$ cat src/rtl/rv32_wb_arbiter_pkg.sv
// Shared rv32 widths, arbiter FSM state encodings and the regfile write record.
package rv32_wb_arbiter_pkg;

  localparam int XPR_LEN        = 32;
  localparam int REG_ADDR_WIDTH = 5;

  localparam logic [0:0] NORMAL   = 1'b0;
  localparam logic [0:0] FORCE_LU = 1'b1;

  typedef struct packed {
    logic [REG_ADDR_WIDTH-1:0] rd;
    logic [XPR_LEN-1:0]        data;
  } wr_t;

endpackage

$ cat src/rtl/rv32_scoreboard.sv
// Pending long-latency write bits per architectural register; registered conflict flag.
// Set beats clear on the same register; queries are combinational; register 0 is never busy.
module rv32_scoreboard #(
  parameter int REG_ADDR_WIDTH = 5
) (
  input  logic                      i_clk,
  input  logic                      i_rst_n,
  input  logic                      i_set,
  input  logic [REG_ADDR_WIDTH-1:0] i_set_rd,
  input  logic                      i_clr,
  input  logic [REG_ADDR_WIDTH-1:0] i_clr_rd,
  input  logic [REG_ADDR_WIDTH-1:0] i_rs1_addr,
  input  logic [REG_ADDR_WIDTH-1:0] i_rs2_addr,
  output logic                      o_rs1_busy,
  output logic                      o_rs2_busy,
  output logic                      o_conflict
);

  localparam int NREGS = 1 << REG_ADDR_WIDTH;

  logic [NREGS-1:0] r_busy;
  logic [NREGS-1:0] w_busy_nxt;
  logic             r_conflict;
  logic             w_set;
  logic             w_conflict_nxt;

  always_comb begin
    w_set      = i_set && (i_set_rd != '0);
    w_busy_nxt = r_busy;
    if (i_clr) w_busy_nxt[i_clr_rd] = 1'b0;
    if (w_set) w_busy_nxt[i_set_rd] = 1'b1;
    w_busy_nxt[0] = 1'b0;
    // A register retiring this very cycle is a legitimate reuse, not a conflict.
    w_conflict_nxt = w_set && r_busy[i_set_rd] && !(i_clr && (i_clr_rd == i_set_rd));
  end

  always_ff @(posedge i_clk or negedge i_rst_n) begin
    if (!i_rst_n) begin
      r_busy     <= '0;
      r_conflict <= 1'b0;
    end else begin
      r_busy     <= w_busy_nxt;
      r_conflict <= w_conflict_nxt;
    end
  end

  assign o_rs1_busy = r_busy[i_rs1_addr];
  assign o_rs2_busy = r_busy[i_rs2_addr];
  assign o_conflict = r_conflict;

endmodule

$ cat src/rtl/rv32_wb_arbiter.sv
// Shares the regfile write port between pipeline writeback and the long-latency unit.
// One transfer per cycle, registered one cycle later; LU force-granted after STARVE_LIMIT waits.
module rv32_wb_arbiter #(
  parameter int XPR_LEN        = rv32_wb_arbiter_pkg::XPR_LEN,
  parameter int REG_ADDR_WIDTH = rv32_wb_arbiter_pkg::REG_ADDR_WIDTH,
  parameter int STARVE_LIMIT   = 4
) (
  input  logic                      i_clk,
  input  logic                      i_rst_n,
  input  logic                      i_wb_valid,
  output logic                      o_wb_ready,
  input  logic [REG_ADDR_WIDTH-1:0] i_wb_rd,
  input  logic [XPR_LEN-1:0]        i_wb_data,
  input  logic                      i_lu_valid,
  output logic                      o_lu_ready,
  input  logic [REG_ADDR_WIDTH-1:0] i_lu_rd,
  input  logic [XPR_LEN-1:0]        i_lu_data,
  input  logic                      i_sb_set,
  input  logic [REG_ADDR_WIDTH-1:0] i_sb_set_rd,
  input  logic [REG_ADDR_WIDTH-1:0] i_rs1_addr,
  input  logic [REG_ADDR_WIDTH-1:0] i_rs2_addr,
  output logic                      o_rs1_busy,
  output logic                      o_rs2_busy,
  output logic                      o_sb_conflict,
  output logic                      o_rf_wen,
  output logic [REG_ADDR_WIDTH-1:0] o_rf_wa,
  output logic [XPR_LEN-1:0]        o_rf_wd
);

  import rv32_wb_arbiter_pkg::*;

  localparam int CW = $clog2(STARVE_LIMIT + 1);

  typedef struct packed {
    logic [REG_ADDR_WIDTH-1:0] rd;
    logic [XPR_LEN-1:0]        data;
  } req_t;

  logic [0:0]                r_state;
  logic [0:0]                w_state_nxt;
  logic [CW-1:0]             r_cnt;
  logic [CW-1:0]             w_cnt_nxt;
  logic                      w_wb_ready;
  logic                      w_lu_ready;
  logic                      w_wb_fire;
  logic                      w_lu_fire;
  req_t                      w_win;
  logic                      r_rf_wen;
  logic [REG_ADDR_WIDTH-1:0] r_rf_wa;
  logic [XPR_LEN-1:0]        r_rf_wd;

  assign w_wb_ready = (r_state == NORMAL);
  assign w_lu_ready = (r_state == FORCE_LU) || !i_wb_valid;
  assign w_wb_fire  = i_wb_valid && w_wb_ready;
  assign w_lu_fire  = i_lu_valid && w_lu_ready;
  assign w_win      = w_lu_fire ? req_t'{rd: i_lu_rd, data: i_lu_data}
                                : req_t'{rd: i_wb_rd, data: i_wb_data};

  // FORCE_LU lasts exactly one cycle: the LU either transfers or has illegally dropped valid.
  always_comb begin
    w_state_nxt = r_state;
    w_cnt_nxt   = r_cnt;
    if (r_state == FORCE_LU) begin
      w_state_nxt = NORMAL;
      w_cnt_nxt   = '0;
    end else if (w_lu_fire) begin
      w_cnt_nxt = '0;
    end else if (i_lu_valid) begin
      w_cnt_nxt = r_cnt + 1'b1;
      if (r_cnt == CW'(STARVE_LIMIT - 1)) w_state_nxt = FORCE_LU;
    end
  end

  always_ff @(posedge i_clk or negedge i_rst_n) begin
    if (!i_rst_n) begin
      r_state  <= NORMAL;
      r_cnt    <= '0;
      r_rf_wen <= 1'b0;
      r_rf_wa  <= '0;
      r_rf_wd  <= '0;
    end else begin
      r_state  <= w_state_nxt;
      r_cnt    <= w_cnt_nxt;
      r_rf_wen <= w_wb_fire || w_lu_fire;
      if (w_wb_fire || w_lu_fire) begin
        r_rf_wa <= w_win.rd;
        r_rf_wd <= w_win.data;
      end
    end
  end

  rv32_scoreboard #(
    .REG_ADDR_WIDTH(REG_ADDR_WIDTH)
  ) u_sb (
    .i_clk      (i_clk),
    .i_rst_n    (i_rst_n),
    .i_set      (i_sb_set),
    .i_set_rd   (i_sb_set_rd),
    .i_clr      (r_rf_wen),
    .i_clr_rd   (r_rf_wa),
    .i_rs1_addr (i_rs1_addr),
    .i_rs2_addr (i_rs2_addr),
    .o_rs1_busy (o_rs1_busy),
    .o_rs2_busy (o_rs2_busy),
    .o_conflict (o_sb_conflict)
  );

  assign o_wb_ready = w_wb_ready;
  assign o_lu_ready = w_lu_ready;
  assign o_rf_wen   = r_rf_wen;
  assign o_rf_wa    = r_rf_wa;
  assign o_rf_wd    = r_rf_wd;

endmodule

$ cat config.mk
export PLATFORM = sky130hd
export DESIGN_NAME = rv32_wb_arbiter
export DESIGN_NICKNAME = d
export VERILOG_FILES = /design/src/rtl/rv32_wb_arbiter_pkg.sv /design/src/rtl/rv32_scoreboard.sv /design/src/rtl/rv32_wb_arbiter.sv
export SDC_FILE = /design/constraint.sdc
export NUM_CORES = 1
export LEC_CHECK = 0
export CAP_MARGIN = 10
export CORE_MARGIN = 2
export CORE_UTILIZATION = 35
export DETAILED_ROUTE_END_ITERATION = 12
export PLACE_DENSITY = 0.65
export SLEW_MARGIN = 25
export SYNTH_ARGS = -nofsm -noshare
export SYNTH_HDL_FRONTEND = slang
export SYNTH_SLANG_ARGS = --single-unit
$ cat constraint.sdc
create_clock -name i_clk -period 3.02 [get_ports i_clk]
set_input_delay 0.604 -clock i_clk [delete_from_list [all_inputs] [get_ports i_clk]]
set_output_delay 0.604 -clock i_clk [all_outputs]
set_load 0.005 [all_outputs]
# [Word level (Yosys, flattened, before mapping)]
# Index checks and enable logic that the tools add are counted.
[totals] output_inout_bits=43 latchBits=0 in_bits=94 reg_bits=74 romBits=0 memories=0 ramBits=0
[op_classes] n_mul=0 n_eq_ne=2 n_mux=20 addsub=1 reduce_logical=14 n_shift=0 magnitude_cmp=6 bitwise=4 n_div=0
[ops] operator="32-bit two-way mux" n=2
[ops] operator="37-bit two-way mux" n=1
[ops] operator="32-bit AND" n=1
[ops] operator="32-bit NOT" n=1
[ops] operator="32-bit bitwise OR" n=1
[ops] operator="5-bit by 6-bit less-than comparator with 1-bit output, second input constant" n=4
[ops] operator="1-bit binary-select mux with 5-bit select" n=3
[ops] operator="1-bit demux with 5-bit select" n=2
[ops] operator="5-bit by 1-bit greater-or-equal comparator with 1-bit output, second input constant" n=2
[ops] operator="1-bit two-way mux" n=9
[ops] operator="3-bit two-way mux" n=3
[ops] operator="1-bit logical AND" n=8
[ops] operator="5-bit equality test" n=1
[ops] operator="5-bit nonzero test" n=1
[ops] operator="3-bit by 1-bit adder with 3-bit output, second input constant" n=1
[ops] operator="3-bit by 2-bit equality test with 1-bit output, second input constant" n=1
[ops] operator="3-bit nonzero test" n=1
[ops] operator="1-bit zero test" n=2
[ops] operator="1-bit logical OR" n=2
[ops] operator="1-bit NOT" n=1

# [Longest topological paths before layout]
# Gate-level depths: netlist of run 1.
[depth] depth_word=9 depth_mapped=7 mapped_depth_nobuf=5

# [By module]
# A second synthesis of run 1 with hierarchy kept.
[hier_totals] cells_unflattened=347 area_unflattened_um2=4536.9
[by_module_without_submodules] module="rv32_wb_arbiter" area_each_um2=2343.5 cells_per_inst=142 seq_area_each_um2=1051.0 instances=1
[by_module_without_submodules] module="rv32_scoreboard" area_each_um2=2193.4 cells_per_inst=205 seq_area_each_um2=800.8 instances=1

# [Least setup slack after synthesis of run 1]
# Ideal clock, no wire load.
[synth_path] kind="input to output" from="input port i_rs1_addr[1]" to="output port o_rs1_busy" stages=5 path_buffers=1 arrival_ns=1.673 slack_ns=0.743 required_ns=2.416 path_cell_list="buf_6 -> mux4_1 -> mux2_2 -> nand3_2 -> o311ai_1"
[synth_between] elab_chain_cells=2
[synth_rtl] element="start: declaration" line="rv32_wb_arbiter.sv:20" source="input logic [REG_ADDR_WIDTH-1:0] i_rs1_addr,"
[synth_rtl] element="1-bit binary-select mux with 5-bit select" line="rv32_scoreboard.sv:47" source="assign o_rs1_busy = r_busy[i_rs1_addr];"
[synth_rtl] element="1-bit two-way mux (not written as such)" line="rv32_scoreboard.sv:47"
[synth_rtl] element="end: declaration" line="rv32_wb_arbiter.sv:22" source="output logic o_rs1_busy,"
# Every way passes these cells. The select of a mux whose other input is x is not followed.

# [Worst setup path in the final report of run 1]
[layout_path] from="input port i_rs2_addr[1]" to="output port o_rs2_busy"
[layout_between] elab_chain_cells=2
[layout_rtl] element="start: declaration" line="rv32_wb_arbiter.sv:21" source="input logic [REG_ADDR_WIDTH-1:0] i_rs2_addr,"
[layout_rtl] element="1-bit binary-select mux with 5-bit select" line="rv32_scoreboard.sv:48" source="assign o_rs2_busy = r_busy[i_rs2_addr];"
[layout_rtl] element="1-bit two-way mux (not written as such)" line="rv32_scoreboard.sv:48"
[layout_rtl] element="end: declaration" line="rv32_wb_arbiter.sv:23" source="output logic o_rs2_busy,"
# Every way passes these cells. The select of a mux whose other input is x is not followed.

==> qor.csv, run 1 <==
stage;metric;value;unit
floorplan;initial core utilization;36.21;%
synthesis;ys flop type;dfrtp_1;
routing;via count;3798;
final_layout;Area Growth Syn to Fin;43.86;%
global_route;first-pass GRT wire length;20.75;mm
routing;iteration-0 DRC count of the detailed router;288;
synthesis;Yosys top cell area share;44.40;%
floorplan;IO Count;137;
outcome;failing checks;design-rule violations;
placement;GP Congestion;0.9422;
worst_setup_path;Crit. End Element;output pin;
routing;vias per cell;5.520;
worst_setup_path;startpoint types;primary input;
final_layout;share of cells above drive strength 1;8.807;%
floorplan;Die Footprint;12800;µm²
worst_setup_path;crit path max fanout;5;
clock_tree;H-tree Lvls;3;
routing;Routed WL;13.04;mm
clock_tree;CTS max path bufs;2;
synthesis;Avg Inst Size Synth;10.35;µm²
global_route;largest net degree at the start of global routing;76;
routing;DR DRC count;4;
worst_setup_path;Critical Path RT;2.42;ns
floorplan;num rows;39;
placement;pre-CTS setup slack;-0.3619;ns
routing;post-route ant nets;0;
synthesis;Yosys reg bits;74;
synthesis;post-synthesis cell count;403;
synthesis;Synth area leader;dfrtp_1;
min_path;Hold Path Class;in2async;
final_layout;cell area after layout;6000;µm²
clock_tree;CTS buffer count;9;
synthesis;Post-synth EDFFs;0;
timing;post-route setup slack;0.2926;ns
timing;post-route setup TNS;0;ns
synthesis;Async SR Flop Fraction;100.0;%
timing;final worst-path cycle share;90.31;%
routing;DRT Pass-1 Iters;8;
outcome;status;finished, violations left;
final_layout;Ant. Diodes;0;
clock_tree;post-CTS setup buffers;0;
final_layout;final net count;636;
timing;Rel. slew slack;54.85;%
clock_tree;Post-CTS Hold Buffers;0;
timing;Max Clk Rate;366.7;MHz
synthesis;syn_nets;499;
clock_tree;Root Buffer;clkbuf_16;
synthesis;Mapped Area;4170;µm²
power;maximum vdd drop;272.5;µV
power;PwrDens;589.8;nW/µm²
timing;worst-margin pin slew;0.6772;ns
placement;post-DP HPWL;9.527;mm
synthesis;most frequent cells after synthesis;o21ai_0 (102), dfrtp_1 (74), mux2i_1 (48), nand2_1 (46), nand3_1 (16);
global_route;grt ovf;0;
worst_setup_path;CP Data Arrival Time;2.12;ns
job;number of max-cap violations;0;
clock_tree;clk sinks;74;
synthesis;dominant cells by area after synthesis;dfrtp_1 (44%), o21ai_0 (12%), mux2i_1 (12%);
clock_tree;clock transition at the registers of the reported paths;0.05;ns
timing;Clock Skew;0.006417;ns
timing;RSZ-0062 raised after global routing;no;
routing;WL/cell;18.96;µm
synthesis;post-synthesis sequential area ratio;44.40;%
synthesis;count of yosys warnings during synthesis;0;
placement;DP Area;5677;µm²
global_route;vias in the first global route;3968;
global_route;Overall Global Routing Usage;20.73;%
timing;# setup viols final;0;
timing;Final min period;2.727;ns
floorplan;Die Y;113.2;µm
worst_setup_path;Setup CP Type;in2out;
floorplan;CORE AREA;11520;µm²
floorplan;die width;113.2;µm
power;Leak;2.539;nW
clock_tree;TritonCTS clock tree;built;
synthesis;Yosys cell types;35;
timing;fin. max-slew vios;0;
global_route;antenna violations before repair;0;
timing;Final Hold Fails;0;
synthesis;count leader, synth;o21ai_0;
clock_tree;Skew-Pair Late Insertion Delay;0.33;ns
placement;input/output buffers;136;
## layer usage
metal,GRT usage (%),up-vias,part of all wire [%]
li1,-,1765,-
met1,25.42,1800,40
met2,34.13,199,47
met3,6.374,34,11
met4,8.374,0,2.7
met5,0,-,0
## kinds of logic (layout without fill, tap and decap cells)
| family | count (synthesis) | after routing | share of synthesized area [%] |
|---|---|---|---|
| compound gates | 128 | 128 | 16.65 |
| simple gates | 86 | 86 | 9.661 |
| flops | 74 | 74 | 44.40 |
| mux | 72 | 72 | 23.58 |
| buf+inv | 39 | 181 | 4.680 |
| fa+ha+maj | 2 | 2 | 0.6000 |
| xor+xnor | 2 | 2 | 0.4201 |
## worst paths after layout
| kind | to | cells past startpoint | slack (ns) | from |
|---|---|---|---|---|
| max | o_rs2_busy | 7 | 0.29 | i_rs2_addr[1] |
| min reg2reg | r_cnt[1]$_DFFE_PN0P_ | 2 | 0.54 | r_cnt[1]$_DFFE_PN0P_ |
| min | o_rf_wd[10]$_DFFE_PN0P_ | 1 | 0.30 | i_rst_n |
| max in group asynchronous | u_sb.r_busy[21]$_DFF_PN0_ | 1 | 2.27 | i_rst_n |
| min in group i_clk | r_cnt[1]$_DFFE_PN0P_ | 2 | 0.54 | r_cnt[1]$_DFFE_PN0P_ |
| max reg2reg | u_sb.r_busy[23]$_DFF_PN0_ | 4 | 1.46 | o_rf_wa[2]$_DFFE_PN0P_ |
## what timing repair did
| action | 4_1_cts | 5_1_grt |
|---|---|---|
| endpoints found under the setup margin | 2 | 2 |
| cloned | 0 | 0 |
| resized for setup | 11 | 3 |
## per-stage QoR
| stage | std cells | util (%) | power, mW | hold slack (ns) |
|---|---|---|---|---|
| after floorplan | 403 | - | 1.881 | 0.3084 |
| after global placement | 672 | 49.29 | 2.365 | 0.5039 |
| after detailed placement | 672 | 49.29 | 2.397 | 0.5329 |
| after CTS | 688 | 52.06 | 3.557 | 0.4603 |
| after global routing | 688 | 52.10 | 3.722 | 0.3443 |
| final | 688 | 52.10 | 3.538 | 0.2953 |
## worst max-delay path: stages
cell and delay, ns:
clkdlybuf4s15_2 0.26, mux4_1 0.58, mux2i_1 0.16, a21oi_1 0.10, o21ai_0 0.10, o311ai_1 0.14
dlymetal6s2s_1 0.17
## cell type report
cell class | instances | area (µm²)
Sequential cell | 74 | 1852
Inverter | 15 | 56.30
Clock inverter | 5 | 77.57
Tap cell | 143 | 178.9
Clock buffer | 11 | 242.7
Timing Repair Buffer | 150 | 1465
Fill cell | 1055 | 5517
Multi-Input combinational cell | 290 | 2127
## layout by cell type, fill, tap and decap left out, drive strengths merged, types with 2 or more instances in the layout
cell type / netlist / routed
clkdlybuf4s50: 0 / 128
o21ai: 102 / 102
dfrtp: 74 / 74
mux2i: 48 / 48
nand2: 46 / 46
nand3: 18 / 18
buf: 15 / 16
mux4: 16 / 16
inv: 15 / 15
clkbuf: 9 / 12
mux2: 8 / 8
a21oi: 8 / 8
nor2: 6 / 6
nand3b: 4 / 4
o31ai: 4 / 4
nor2b: 4 / 4
nand2b: 3 / 3
o22ai: 3 / 3
clkdlybuf4s15: 0 / 3
or3: 2 / 2
a32oi: 2 / 2
xor2: 2 / 2
a221oi: 2 / 2
o311ai: 2 / 2
ha: 2 / 2
bufinv: 0 / 2
clkinv: 0 / 2
dlymetal6s2s: 0 / 2
## power breakdown
group / internal (mW) / leakage (nW) / switching (mW)
Combinational: 0.543 / 1.51 / 0.357
Clock: 0.743 / 0.156 / 0.403
Sequential: 1.21 / 0.874 / 0.287
## sequential cells by signal, indices dropped and copies added (netlist names)
name	flops
o_rf_wd	32
u_sb.r_busy	31
o_rf_wa	5
r_cnt	3
o_rf_wen	1
r_state	1
u_sb.o_conflict	1
(Power assumes the default switching activity.)
==> run 2, diff against run 1 <==
--- a/config.mk
+++ b/config.mk
@@ -10,7 +10,6 @@
 export CORE_UTILIZATION = 35
 export DETAILED_ROUTE_END_ITERATION = 12
 export PLACE_DENSITY = 0.65
-export SLEW_MARGIN = 25
 export SYNTH_ARGS = -nofsm -noshare
 export SYNTH_HDL_FRONTEND = slang
 export SYNTH_SLANG_ARGS = --single-unit
==> run 2 against run 1 <==
The flow still finishes with violations (design-rule violations). Largest cell class unchanged. Worst hold slack better by 0.12 ns. Worst setup slack stayed put. Critical path depth stayed put. Sequential share of layout area hardly changed. Clock skew hardly changed. Fmax stayed put. Combinational power hardly changed. Sequential power hardly changed. Die area stayed put. Critical endpoint unchanged. Clock power hardly changed.
==> qor.csv, run 2 (synthesis results as in run 1) <==
stage;metric;value;unit;change
outcome;status;finished, violations left;;
outcome;failing checks;design-rule violations;;
worst_setup_path;Critical-path top delay cell;mux4_1;;
routing;DRT Pass-1 Iters;8;;unchanged
timing;post-route setup TNS;0;ns;unchanged
placement;GP Congestion;0.9422;;unchanged
final_layout;most common cell after layout, fill and taps aside;clkdlybuf4s50_1;;
power;PwrDens;590.1;nW/µm²;about the same
global_route;first-pass GRT wire length;20.75;mm;unchanged
worst_setup_path;family with the most delay on the worst path;multiplexers;;
worst_setup_path;WP buf/inv;2;;unchanged
routing;WL/cell;18.94;µm;-0.12%
placement;post-DP HPWL;9.527;mm;unchanged
final_layout;filler cell count in the final layout;1055;;unchanged
timing;Max Clk Rate;366.7;MHz;unchanged
global_route;grt ovf;0;;unchanged
power;maximum vdd drop;272.6;µV;about the same
timing;# setup viols final;0;;unchanged
power;Leak;2.538;nW;about the same
floorplan;IO Count;137;;unchanged
timing;Clock Skew;0.006415;ns;-0.000001630 ns
worst_setup_path;startpoint types;primary input;;
routing;via count;3792;;-0.16%
clock_tree;Skew-Pair Late Insertion Delay;0.33;ns;about the same
timing;worst-margin pin slew;0.9350;ns;+0.2578 ns
routing;vias per cell;5.512;;-0.16%
global_route;antenna violations before repair;0;;unchanged
clock_tree;Root Buffer;clkbuf_16;;
worst_setup_path;crit path max fanout;5;;unchanged
clock_tree;CTS buffer count;9;;unchanged
final_layout;final net count;636;;unchanged
worst_setup_path;crit-path cells;clkdlybuf4s15_2 > mux4_1 > mux2i_1 > a21oi_1 > o21ai_0 > o311ai_1 > dlymetal6s2s_1;;
clock_tree;CTS max path bufs;2;;unchanged
global_route;vias in the first global route;3968;;unchanged
worst_setup_path;Crit. End Element;output pin;;
job;number of max-cap violations;0;;unchanged
floorplan;Die Y;113.2;µm;unchanged
worst_setup_path;Critical Path RT;2.42;ns;about the same
clock_tree;clk sinks;74;;unchanged
floorplan;die width;113.2;µm;unchanged
timing;RSZ-0062 raised after global routing;no;;
timing;post-route setup slack;0.2926;ns;unchanged
timing;Final Hold Fails;0;;unchanged
min_path;Hold Path Class;in2async;;
timing;Final min period;2.727;ns;unchanged
routing;Routed WL;13.03;mm;-0.12%
clock_tree;clock transition at the registers of the reported paths;0.06;ns;about the same
power;Pwr Total;3.538;mW;about the same
final_layout;share of cells above drive strength 1;8.807;%;unchanged
placement;pre-CTS setup slack;-0.3619;ns;unchanged
worst_setup_path;CP Data Arrival Time;2.12;ns;about the same
final_layout;Ant. Diodes;0;;unchanged
routing;post-route ant nets;0;;unchanged
floorplan;CORE AREA;11520;µm²;unchanged
floorplan;initial core utilization;36.21;%;unchanged
worst_setup_path;Setup CP Type;in2out;;
placement;input/output buffers;136;;unchanged
timing;Rel. slew slack;37.67;%;-17 points
final_layout;multi-input logic area;2127;µm²;unchanged
final_layout;register area;1852;µm²;unchanged
final_layout;most frequent cells in the layout;clkdlybuf4s50_1 (128), o21ai_0 (102), dfrtp_1 (74), mux2i_1 (48), nand2_1 (46);;
global_route;largest net degree at the start of global routing;76;;unchanged
timing;final worst-path cycle share;90.31;%;unchanged
floorplan;Die Footprint;12800;µm²;unchanged
clock_tree;TritonCTS clock tree;built;;
final_layout;Area Growth Syn to Fin;43.77;%;about the same
timing;fin. max-slew vios;0;;unchanged
routing;DR DRC count;4;;unchanged
global_route;Overall Global Routing Usage;20.73;%;unchanged
routing;iteration-0 DRC count of the detailed router;288;;unchanged
floorplan;num rows;39;;unchanged
worst_setup_path;CP max stage delay;0.58;ns;about the same
final_layout;max reg flops;32;;unchanged
clock_tree;H-tree Lvls;3;;unchanged
[run 2: changes by cell type in the layout (fill, tap and decap cells not counted)]
| cell | change |
|---|---|
| buf_6 | -1 |
| buf_4 | +1 |
[run 2: metrics by stage]
| step | area, µm² | hold slack, ns | std cells | util [%] |
|---|---|---|---|---|
| after floorplan | 4170 | 0.3084 | 403 | - |
| after global placement | 5677 | 0.5039 | 672 | 49.29 |
| after detailed placement | 5677 | 0.5329 | 672 | 49.29 |
| after CTS | 5996 | 0.4603 | 688 | 52.06 |
| after global routing | 5996 | 0.4948 | 688 | 52.06 |
| final | 5996 | 0.4191 | 688 | 52.06 |
[run 2: final timing paths]
path | from | end | slack [ns] | depth (start not counted)
worst max-delay path | i_rs2_addr[1] | o_rs2_busy | 0.29 | 7
worst min-delay path | i_rst_n | o_rf_wd[14]$_DFFE_PN0P_ | 0.42 | 1
worst max register to register | o_rf_wa[2]$_DFFE_PN0P_ | u_sb.r_busy[23]$_DFF_PN0_ | 1.46 | 4
worst min register to register | r_cnt[1]$_DFFE_PN0P_ | r_cnt[1]$_DFFE_PN0P_ | 0.54 | 2
max in group asynchronous | i_rst_n | u_sb.r_busy[21]$_DFF_PN0_ | 2.01 | 1
min in group i_clk | r_cnt[1]$_DFFE_PN0P_ | r_cnt[1]$_DFFE_PN0P_ | 0.54 | 2
[run 2: worst reg2reg max path, stage by stage, from the launching register on]
cell     delay [ns]
dfrtp_1        0.51
inv_1          0.19
or3_1          0.46
o21ai_0        0.15
o21ai_0        0.11
[run 2: timing repair]
action                                  CTS  global route
resized for setup                        11             3
hold buffers                              0             0
setup buffers                             0             0
endpoints found under the setup margin    2             2
pin swaps                                 0             0
[run 2: power by group]
| group | switching (mW) | internal (mW) |
|---|---|---|
| Sequential | 0.287 | 1.21 |
| Combinational | 0.356 | 0.542 |
| Clock | 0.404 | 0.743 |
[run 2: metal layers]
metal	global-route usage (%)	part of all wire, %
met1	25.42	40
met2	34.13	47
met3	6.374	11
met4	8.374	2.7
met5	0	0
[run 2: layout make-up]
type,instances,share of cell area [%]
Timing Repair Buffer,150,24.37
Clock buffer,11,4.048
Tap cell,143,2.984
Inverter,15,0.9391
Clock inverter,5,1.294
Multi-Input combinational cell,290,35.48
Sequential cell,74,30.88
==> run 3, diff against run 2 <==
--- a/config.mk
+++ b/config.mk
@@ -5,6 +5,7 @@
 export SDC_FILE = /design/constraint.sdc
 export NUM_CORES = 1
 export LEC_CHECK = 0
+export ABC_AREA = 1
 export CAP_MARGIN = 10
 export CORE_MARGIN = 2
 export CORE_UTILIZATION = 35
==> run 3 against run 2 <==
Sequential power barely moved. Core utilization fell by 1.4 points. Largest cell class unchanged. Final area is 0.71% higher. Sequential share of layout area shrank 0.22 points. Register-to-register slack about the same. Largest power group unchanged. Synthesized cell count is 50% higher. The run now ends clean. Flip-flop and latch count unchanged. First-iteration DRC count up 57%.
==> qor.csv, run 3 <==
stage;metric;value;unit;change
outcome;status;finished, final reports clean;;
routing;via count;4663;;+23%
clock_tree;Skew-Pair Late Insertion Delay;0.33;ns;about the same
power;Cell Int Power;2.311;mW;-7.2%
floorplan;die width;113.9;µm;+0.62%
power;Switching Share;32.52;%;+2.9 points
power;Comb power frac;26.3;%;+0.9 points
global_route;grt ovf;0;;unchanged
clock_tree;clock transition at the registers of the reported paths;0.06;ns;about the same
global_route;first-pass GRT wire length;22.85;mm;+10%
floorplan;IO Count;137;;unchanged
routing;vias per cell;5.216;;-5.4%
global_route;Overall Global Routing Usage;22.26;%;+1.5 points
clock_tree;Post-CTS Hold Buffers;0;;unchanged
floorplan;CORE AREA;11910;µm²;+3.4%
global_route;antenna violations before repair;0;;unchanged
floorplan;num rows;40;;+2.6%
final_layout;Final Core Density;50.69;%;-1.4 points
synthesis;ys flop type;dfrtp_1;;
worst_setup_path;Setup CP Type;in2out;;
timing;Rel. slew slack;59.25;%;+22 points
placement;input/output buffers;136;;unchanged
worst_setup_path;CP Data Arrival Time;2.26;ns;+0.14 ns
timing;Max Clk Rate;349.7;MHz;-4.6%
worst_setup_path;crit path max fanout;8;;+3
timing;worst-margin pin slew;0.6104;ns;-0.3246 ns
final_layout;final net count;838;;+32%
worst_setup_path;startpoint types;primary input;;
routing;iteration-0 DRC count of the detailed router;453;;+57%
synthesis;Async SR Flop Fraction;100.0;%;unchanged
placement;GP Congestion;0.9038;;-4.1%
clock_tree;clk sinks;74;;unchanged
synthesis;most frequent cells after synthesis;nand2_1 (270), nand3_1 (96), dfrtp_1 (74), o21ai_0 (65), inv_1 (34);;
clock_tree;Root Buffer;clkbuf_16;;
worst_setup_path;Critical Path RT;2.42;ns;about the same
power;sw power;1.114;mW;+6.3%
synthesis;post-synthesis cell count;606;;+50%
global_route;vias in the first global route;4732;;+19%
final_layout;filler cell count in the final layout;1155;;+9.5%
power;Leak;2.792;nW;+10%
power;Flop pwr share;42.8;%;+0.6 points
synthesis;dominant cells by area after synthesis;dfrtp_1 (44%), nand2_1 (24%), nand3_1 (11%);;
routing;Routed WL;13.70;mm;+5.1%
synthesis;Post-synth EDFFs;0;;unchanged
final_layout;share of cells above drive strength 1;4.819;%;-4.0 points
routing;WL/cell;15.32;µm;-19%
timing;post-route setup TNS;0;ns;unchanged
synthesis;xor/xnor share of the synthesized area;0.2073;%;-0.21 points
synthesis;Avg Inst Size Synth;6.970;µm²;-33%
clock_tree;CTS buffer count;9;;unchanged
placement;pre-CTS setup slack;0.03150;ns;+0.3934 ns
floorplan;Die Y;113.9;µm;+0.62%
clock_tree;CTS max path bufs;2;;unchanged
job;number of max-cap violations;0;;unchanged
timing;Final min period;2.860;ns;+0.1324 ns
floorplan;Die Footprint;12960;µm²;+1.2%
timing;final worst-path cycle share;94.70;%;+4.4 points
power;Pwr Total;3.425;mW;-3.2%
synthesis;Synth Area in Compound Gates;10.16;%;-6.5 points
final_layout;max reg flops;32;;unchanged
timing;post-route setup slack;0.1602;ns;-0.1324 ns
global_route;largest net degree at the start of global routing;54;;-29%
synthesis;Mapped Area;4224;µm²;+1.3%
synthesis;post-synthesis sequential area ratio;43.84;%;-0.57 points
clock_tree;H-tree Lvls;3;;unchanged
timing;Clock Skew;0.01009;ns;+0.003679 ns
clock_tree;post-CTS setup buffers;0;;unchanged
routing;DR DRC count;0;;-4
power;PwrDens;567.1;nW/µm²;-3.9%
final_layout;most frequent cells in the layout;nand2_1 (270), clkdlybuf4s50_1 (133), nand3_1 (96), dfrtp_1 (74), o21ai_0 (65);;
clock_tree;TritonCTS clock tree;built;;
routing;post-route ant nets;0;;unchanged
timing;RSZ-0062 raised after global routing;no;;
power;clock power share;30.9;%;-1.5 points
synthesis;count leader, synth;nand2_1;;
power;maximum vdd drop;325.1;µV;+19%
synthesis;largest family of logic cells by synthesized area;simple AND/OR/NAND/NOR gates;;
final_layout;most common cell after layout, fill and taps aside;nand2_1;;
final_layout;Area Growth Syn to Fin;42.95;%;
floorplan;initial core utilization;35.46;%;-0.75 points
synthesis;Synth Area in Adders;0.5924;%;-0.0076 points
synthesis;Yosys reg bits;74;;unchanged
timing;fin. max-slew vios;0;;unchanged
synthesis;Yosys cell types;21;;-40%
synthesis;Synth area leader;dfrtp_1;;
timing;Final Hold Fails;0;;unchanged
synthesis;Yosys top cell area share;43.84;%;-0.57 points
timing;# setup viols final;0;;unchanged
final_layout;Ant. Diodes;0;;unchanged
min_path;Hold Path Class;in2async;;
synthesis;multiplexer share of the synthesized area;0;%;-24 points
synthesis;simple-gate area share of the yosys netlist;37.91;%;+28 points
synthesis;count of yosys warnings during synthesis;0;;unchanged
synthesis;syn_nets;702;;+41%
worst_setup_path;Crit. End Element;output pin;;
routing;DRT Pass-1 Iters;7;;-1
placement;post-DP HPWL;10.42;mm;+9.4%
clock_tree;PostCTS Resize Cnt;0;;-11
timing;Min Hold Slack;0.2473;ns;-0.1718 ns
==> run 3: critical path, cell delays in order <==
cell             delay, ns
clkdlybuf4s50_1       0.42
inv_1                 0.25
o211ai_1              0.14
nand3_1               0.12
nand3_1               0.08
nand2_1               0.06
nand2_1               0.04
nand2_1               0.05
clkdlybuf4s50_1       0.49
==> run 3: per-layer routing <==
layer	routed length (µm)	track usage [%]
met5	0	0
met4	340	10.57
met3	1475	6.589
met2	6351	36.37
met1	5528	27.06
==> run 3: logic make-up after synthesis <==
| kind of cell | after synthesis |
|---|---|
| AO/OA/AOI/OAI | 79 |
| XOR/XNOR | 1 |
| adder cells (fa/ha/maj) | 2 |
| buffers and inverters | 62 |
| flip-flops | 74 |
| AND/OR/NAND/NOR | 388 |
==> run 3: path summary, 6_finish.rpt <==
path	cells past startpoint	startpoint	end	slack, ns
worst max-delay path	9	i_rs2_addr[1]	o_rs2_busy	0.16
worst min-delay path	1	i_rst_n	o_rf_wd[4]$_DFFE_PN0P_	0.25
worst max register to register	8	r_state$_DFF_PN0_	o_rf_wd[4]$_DFFE_PN0P_	1.47
worst min register to register	2	o_rf_wd[27]$_DFFE_PN0P_	o_rf_wd[27]$_DFFE_PN0P_	0.48
max in group asynchronous	2	i_rst_n	o_rf_wd[27]$_DFFE_PN0P_	2.12
min in group i_clk	2	o_rf_wd[27]$_DFFE_PN0P_	o_rf_wd[27]$_DFFE_PN0P_	0.48
==> run 3: power groups by stage <==
| stage | combinational (mW) | clock (mW) | sequential, mW |
|---|---|---|---|
| final | 0.902 | 1.06 | 1.47 |
| after global routing | 1.04 | 1.13 | 1.49 |
| after CTS | 0.902 | 1.08 | 1.46 |
| after detailed placement | 0.898 | 0 | 1.47 |
| after global placement | 0.874 | 0 | 1.47 |
| after floorplan | 0.504 | 0 | 1.37 |
==> run 3: area by class of cell <==
| type | count | area, µm² | area share, % |
|---|---|---|---|
| Timing Repair Buffer | 147 | 1481 | 24.53 |
| Inverter | 40 | 160.2 | 2.652 |
| Sequential cell | 74 | 1852 | 30.67 |
| Clock buffer | 11 | 242.7 | 4.020 |
| Multi-Input combinational cell | 470 | 2064 | 34.19 |
| Clock inverter | 5 | 53.80 | 0.8910 |
| Tap cell | 147 | 183.9 | 3.046 |
==> run 3: through the flow <==
| step | cells | instance area [µm²] |
|---|---|---|
| 2_1_floorplan | 606 | 4224 |
| 3_3_place_gp | 878 | 5732 |
| 3_5_place_dp | 878 | 5732 |
| 4_1_cts | 894 | 6028 |
| 5_1_grt | 894 | 6038 |
| 6_report | 894 | 6038 |
